## src/rtl/data_cache_responder.sv

```systemverilog
// data_cache_responder: 8-line x 16-byte direct-mapped, write-back, write-allocate data cache.
// Hit/miss performance counters are built only when DCACHE_PERF_CNT_EN is defined.
module data_cache_responder (
    input  logic         clk,
    input  logic         reset_n,
    input  logic         mem_read,
    input  logic         mem_write,
    input  logic [1:0]   mem_byte_enable,
    input  logic [15:0]  mem_address,
    input  logic [15:0]  mem_wdata,
    output logic         mem_resp,
    output logic [15:0]  mem_rdata,
    output logic         pmem_read,
    output logic         pmem_write,
    output logic [15:0]  pmem_address,
    output logic [127:0] pmem_wdata,
    input  logic [127:0] pmem_rdata,
    input  logic         pmem_resp,
    output logic [15:0]  hit_count,
    output logic [15:0]  miss_count
);
    localparam int unsigned LINES  = 8;
    localparam int unsigned LINE_W = 128;
    localparam int unsigned TAG_W  = 9;
    localparam int unsigned IDX_W  = 3;

    localparam logic [2:0] IDLE      = 3'd0;
    localparam logic [2:0] CHECK     = 3'd1;
    localparam logic [2:0] WRITEBACK = 3'd2;
    localparam logic [2:0] ALLOCATE  = 3'd3;
    localparam logic [2:0] DONE      = 3'd4;

    logic [2:0]        state_q, state_d;
    logic [15:1]       addr_q, addr_d;
    logic [15:0]       wdata_q, wdata_d;
    logic [1:0]        be_q, be_d;
    logic              is_write_q, is_write_d;
    logic              mem_resp_q, mem_resp_d;
    logic [15:0]       mem_rdata_q, mem_rdata_d;
    logic              pmem_read_q, pmem_read_d;
    logic              pmem_write_q, pmem_write_d;
    logic [15:0]       pmem_address_q, pmem_address_d;
    logic [LINE_W-1:0] pmem_wdata_q, pmem_wdata_d;
    logic [LINES-1:0]  valid_q, valid_d;
    logic [LINES-1:0]  dirty_q, dirty_d;

    logic [LINE_W-1:0] data_q [LINES];
    logic [TAG_W-1:0]  tag_q  [LINES];

    logic [IDX_W-1:0]  idx_c;
    logic [TAG_W-1:0]  tag_c;
    logic [2:0]        word_c;
    logic [LINE_W-1:0] line_c;
    logic [LINE_W-1:0] line_wdata_c;
    logic [15:0]       word_old_c;
    logic [15:0]       word_new_c;
    logic              hit_c;
    logic              line_we_c;
    logic              tag_we_c;
    logic              unused_addr_lsb;

    assign unused_addr_lsb = mem_address[0];

    // Lookup is driven from the address latched in IDLE, never the live request.
    assign idx_c      = addr_q[6:4];
    assign tag_c      = addr_q[15:7];
    assign word_c     = addr_q[3:1];
    assign line_c     = data_q[idx_c];
    assign word_old_c = line_c[{word_c, 4'b0000} +: 16];
    assign hit_c      = valid_q[idx_c] && (tag_q[idx_c] == tag_c);
    assign word_new_c = {be_q[1] ? wdata_q[15:8] : word_old_c[15:8],
                         be_q[0] ? wdata_q[7:0]  : word_old_c[7:0]};

    always_comb begin
        state_d        = state_q;
        addr_d         = addr_q;
        wdata_d        = wdata_q;
        be_d           = be_q;
        is_write_d     = is_write_q;
        mem_rdata_d    = mem_rdata_q;
        pmem_address_d = pmem_address_q;
        pmem_wdata_d   = pmem_wdata_q;
        valid_d        = valid_q;
        dirty_d        = dirty_q;
        line_we_c      = 1'b0;
        tag_we_c       = 1'b0;
        line_wdata_c   = line_c;

        case (state_q)
            IDLE: begin
                if (mem_read || mem_write) begin
                    addr_d     = mem_address[15:1];
                    wdata_d    = mem_wdata;
                    be_d       = mem_byte_enable;
                    is_write_d = mem_write;
                    state_d    = CHECK;
                end
            end
            CHECK: begin
                if (hit_c) begin
                    state_d = DONE;
                    if (is_write_q) begin
                        line_we_c = 1'b1;
                        line_wdata_c[{word_c, 4'b0000} +: 16] = word_new_c;
                        if (be_q != 2'b00) dirty_d[idx_c] = 1'b1;
                    end else begin
                        mem_rdata_d = word_old_c;
                    end
                end else if (valid_q[idx_c] && dirty_q[idx_c]) begin
                    state_d = WRITEBACK;
                end else begin
                    state_d = ALLOCATE;
                end
            end
            WRITEBACK: begin
                if (pmem_resp) state_d = ALLOCATE;
            end
            ALLOCATE: begin
                if (pmem_resp) begin
                    line_we_c      = 1'b1;
                    tag_we_c       = 1'b1;
                    line_wdata_c   = pmem_rdata;
                    valid_d[idx_c] = 1'b1;
                    dirty_d[idx_c] = 1'b0;
                    state_d        = CHECK;
                end
            end
            DONE:    state_d = IDLE;
            default: state_d = IDLE;
        endcase

        // Strobes follow the next state so they rise and fall on the transition edges.
        mem_resp_d   = (state_d == DONE);
        pmem_write_d = (state_d == WRITEBACK);
        pmem_read_d  = (state_d == ALLOCATE);
        if (state_d == WRITEBACK) begin
            pmem_address_d = {tag_q[idx_c], idx_c, 4'b0000};
            pmem_wdata_d   = line_c;
        end else if (state_d == ALLOCATE) begin
            pmem_address_d = {addr_q[15:4], 4'b0000};
        end
    end

    always_ff @(posedge clk or negedge reset_n) begin
        if (!reset_n) begin
            state_q        <= IDLE;
            addr_q         <= '0;
            wdata_q        <= '0;
            be_q           <= '0;
            is_write_q     <= 1'b0;
            mem_resp_q     <= 1'b0;
            mem_rdata_q    <= '0;
            pmem_read_q    <= 1'b0;
            pmem_write_q   <= 1'b0;
            pmem_address_q <= '0;
            pmem_wdata_q   <= '0;
            valid_q        <= '0;
            dirty_q        <= '0;
        end else begin
            state_q        <= state_d;
            addr_q         <= addr_d;
            wdata_q        <= wdata_d;
            be_q           <= be_d;
            is_write_q     <= is_write_d;
            mem_resp_q     <= mem_resp_d;
            mem_rdata_q    <= mem_rdata_d;
            pmem_read_q    <= pmem_read_d;
            pmem_write_q   <= pmem_write_d;
            pmem_address_q <= pmem_address_d;
            pmem_wdata_q   <= pmem_wdata_d;
            valid_q        <= valid_d;
            dirty_q        <= dirty_d;
        end
    end

    // Line data and tags carry no reset; valid bits gate their use.
    always_ff @(posedge clk) begin
        if (line_we_c) data_q[idx_c] <= line_wdata_c;
        if (tag_we_c)  tag_q[idx_c]  <= tag_c;
    end

    assign mem_resp     = mem_resp_q;
    assign mem_rdata    = mem_rdata_q;
    assign pmem_read    = pmem_read_q;
    assign pmem_write   = pmem_write_q;
    assign pmem_address = pmem_address_q;
    assign pmem_wdata   = pmem_wdata_q;

`ifdef DCACHE_PERF_CNT_EN
    logic [15:0] hit_cnt_q, hit_cnt_d;
    logic [15:0] miss_cnt_q, miss_cnt_d;
    logic        from_idle_q, from_idle_d;

    // Only the CHECK entered straight from IDLE counts; the post-fill re-check does not.
    always_comb begin
        hit_cnt_d   = hit_cnt_q;
        miss_cnt_d  = miss_cnt_q;
        from_idle_d = (state_q == IDLE);
        if (state_q == CHECK && from_idle_q) begin
            if (hit_c) begin
                if (hit_cnt_q != 16'hFFFF) hit_cnt_d = hit_cnt_q + 16'd1;
            end else begin
                if (miss_cnt_q != 16'hFFFF) miss_cnt_d = miss_cnt_q + 16'd1;
            end
        end
    end

    always_ff @(posedge clk or negedge reset_n) begin
        if (!reset_n) begin
            hit_cnt_q   <= '0;
            miss_cnt_q  <= '0;
            from_idle_q <= 1'b0;
        end else begin
            hit_cnt_q   <= hit_cnt_d;
            miss_cnt_q  <= miss_cnt_d;
            from_idle_q <= from_idle_d;
        end
    end

    assign hit_count  = hit_cnt_q;
    assign miss_count = miss_cnt_q;
`else
    assign hit_count  = 16'h0000;
    assign miss_count = 16'h0000;
`endif

endmodule
```

## config.mk

```make
export PLATFORM = sky130hd
export DESIGN_NAME = data_cache_responder
export DESIGN_NICKNAME = d
export VERILOG_FILES = /design/src/rtl/data_cache_responder.sv
export SDC_FILE = /design/constraint.sdc
export NUM_CORES = 2
export LEC_CHECK = 0
export ABC_AREA = 0
export CORE_MARGIN = 2
export CORE_UTILIZATION = 55
export CTS_BUF_LIST = sky130_fd_sc_hd__clkbuf_4
export CTS_CLUSTER_DIAMETER = 50
export DETAILED_ROUTE_END_ITERATION = 8
export PLACE_DENSITY = 0.75
export SYNTH_ARGS = -nofsm -noshare
export SYNTH_HDL_FRONTEND = slang
export SYNTH_SLANG_ARGS = --single-unit
```

## constraint.sdc

```tcl
create_clock -name clk -period 14.7 [get_ports clk]
set_input_delay 2.205 -clock clk [delete_from_list [all_inputs] [get_ports clk]]
set_output_delay 2.205 -clock clk [all_outputs]
set_load 0.02 [all_outputs]
```

==> out/qor.txt <==
Post-synth EDFFs - 1,096
Final Hold Viols - 0
dpl ws - 7.43 ns
CP Capture Type - register
share of layout cells above drive strength 1 - 25.2%
residual DRC count - 17
vias per cell - 6.76
Worst-Margin Slew - 1.46 ns
first-pass detailed-route iteration total - 9
Tot GR Track Use - 36.1%
largest net degree at the start of global routing - 129
Initial Utilization - 55.7%
DP Wirelength - 115,000 um
TritonCTS clock tree - done
Die Wd - 323 um
Max IR drop VDD - 0.000198 V
max cap viols - 0
status - finished with violations
non-filler cells, final - 5,695
required time of the worst setup path - 15.45 ns
Seq/Total Area, Yosys - 68.5%
Cell variety after synth - 90
die area - 104,000 um2
total CTS buffers - 340
vias in the first global route - 37.0k
TritonCTS Sinks - 1,308
Final Skew - 0.144 ns
Hold/Removal Path Class - reg -> reg
Clock transition at path regs - 0.06 ns
initial antenna violation count - 13
CP Class - reg -> reg
Gate Count Post-Synth - 3,552
worst-skew pair later-pin latency - 1.27 ns
Synth Flop Type - edfxtp_1
Mean Syn Cell Area - 15.7 um2
port buffer count - 324
maximum fanout along the worst path - 54
gpl congestion - 0.981
Post-CTS Hold Buffers - 0
Max transition margin - 2.34%
Worst Setup Slack, final - 7.16 ns
Cell Count Post-Placement - 5,105
minimum clock period - 7.54 ns
Post-CTS Repair Setup Buffers - 0
final WL - 189,000 um
clock tree buffer depth - 4
Pwr Density - 257 nW/um2
post-DR wirelength/cell - 33.1 um
vias - 38.5k
Clock Tree Root - clkbuf_4
die height - 323 um
CP Data Arrival Time - 8.29 ns
Resize count post-CTS - 0
Layout area overhead - 16.0%
Startpoint Class - register
Fin Setup TNS - 0 ns
CORE AREA - 100,000 um2
Slew Viols, Final - 0
FFs w/ async S/R, synth - 16.2%
row count - 116
first-pass GRT wire length - 262,000 um
I/O pin total - 362
RSZ-0062 raised after global routing - no
fin crit share - 51.3%
global route total overflow - 0
failing checks - DRC
post-route ant nets - 0
Final Setup Violations - 0
Final nets - 4,262
DRT iter0 DRCs - 6,798
f_max - 133 MHz
YS warnings - 0
H-tree depth - 5
Yosys reg bits - 1,308
leakage power - 23.1 nW
Post-Syn Area - 55,800 um2
## Yosys cell counts, drive strengths merged, types with 16 or more instances
cell type,instances,share of area (%)
nor2b,16,0.18
a221o,26,0.47
inv,73,0.49
edfxtp,1096,59
o2bb2ai,21,0.33
nand2b,19,0.21
nand3,66,0.59
a31oi,25,0.28
dfrtp,212,9.5
and3,16,0.18
clkbuf,142,0.96
or2,16,0.18
o221ai,26,0.41
o21ai,110,0.99
nor2,136,0.91
o31ai,27,0.36
a22oi,63,0.85
o211ai,100,1.3
mux2i,175,3.1
o22ai,40,0.45
mux2,239,5.2
buf,139,1.7
and2,24,0.27
mux4,128,5.2
a221oi,62,0.97
nor3,19,0.17
a21oi,53,0.48
nand2,260,1.7
## report_power, final
| group | switching (W) | internal (W) |
|---|---|---|
| Combinational | 0.00521 | 0.00249 |
| Sequential | 0.000350 | 0.00552 |
| Clock | 0.00146 | 0.00161 |
| Total | 0.00703 | 0.00962 |
## cells in the final DEF (no fill, tap or decap), types with 16 or more instances in the layout
| cell type | count |
|---|---|
| mux2_4 | 59 |
| dfrtp_1 | 208 |
| a21oi_1 | 52 |
| o2bb2ai_1 | 21 |
| nor2_1 | 129 |
| o211ai_1 | 100 |
| nand2b_1 | 19 |
| clkinv_1 | 52 |
| a221oi_1 | 62 |
| inv_1 | 70 |
| mux2_2 | 179 |
| a31oi_1 | 24 |
| conb_1 | 36 |
| nand3_1 | 63 |
| nor3_1 | 16 |
| nand2_1 | 260 |
| clkbuf_4 | 514 |
| o22ai_1 | 40 |
| buf_4 | 110 |
| clkdlybuf4s50_1 | 322 |
| o221ai_1 | 26 |
| and2_1 | 22 |
| edfxtp_1 | 1096 |
| o31ai_1 | 27 |
| mux4_2 | 128 |
| a22oi_1 | 62 |
| o21ai_0 | 107 |
| mux2i_1 | 173 |
| a221o_1 | 26 |
## registers in the layout (all words and copies together) (netlist names), named ones only
register	flops
addr_q	15
state_q	3
pmem_write	1
pmem_wdata	128
valid_q	8
mem_resp	1
mem_rdata	16
is_write_q	1
wdata_q	16
pmem_read	1
tag_q	72
pmem_address	12
data_q	1024
be_q	2
## cells by family after synthesis
| group | Yosys count | synth area share [%] |
|---|---|---|
| xor+xnor | 6 | 0.0942 |
| compound gates | 709 | 9.46 |
| buf+inv | 358 | 3.13 |
| simple gates | 623 | 5.19 |
| fa+ha+maj | 5 | 0.112 |
| mux | 542 | 13.5 |
| other cells | 1 | 0.00672 |
| flops | 1308 | 68.5 |
## layout make-up
cell class,count,area [um2]
Timing Repair Buffer,442,4230
Antenna cell,5,12.5
Sequential cell,1308,38200
Clock buffer,514,3860
Tap cell,1357,1700
Inverter,77,292
Fill cell,7060,35500
Multi-Input combinational cell,1921,16100
Clock inverter,71,324
## metal layers
metal	GRT usage, %	vias up	wire [um]
met5	0.972	-	266
met4	19.8	16	12200
met2	51.0	3613	79800
met1	45.4	18700	62400
met3	17.8	826	33900
li1	-	15300	-
## worst paths after layout
path | from | to | slack [ns] | depth (start not counted)
max reg2reg | addr_q[6] | data_q[3][88] | 7.16 | 13
min in group asynchronous | reset_n | pmem_wdata[80] | 0.96 | 1
max | addr_q[6] | data_q[3][88] | 7.16 | 13
min | valid_q[4] | valid_q[4] | 0.47 | 1
max in group asynchronous | reset_n | pmem_wdata[108] | 11.57 | 3
min reg2reg | valid_q[4] | valid_q[4] | 0.47 | 1
## critical path, cell delays in order, from the launching register on
cell and delay [ns]:
dfrtp_4 0.74, buf_4 0.66, mux2_2 0.41, a221o_1 0.37, o21ai_1 0.18, o211ai_1 0.23
nor4_4 0.85, nand3_2 0.50, inv_2 0.17, a21oi_1 0.08, buf_4 0.22, nor3_2 0.92
buf_4 0.71, buf_4 0.90
## per-stage QoR
stage               utilization [%]  power [W]  area, um2  hold slack, ns
CTS                            64.6     0.0163      64700           0.469
finish                         64.6     0.0166      64800           0.466
detailed placement             60.4     0.0132      60600           0.452
global placement               60.4     0.0131      60600           0.449
global route                   64.6     0.0170      64800           0.490
floorplan                         -     0.0102      55900           0.434
(Power assumes the default switching activity.)
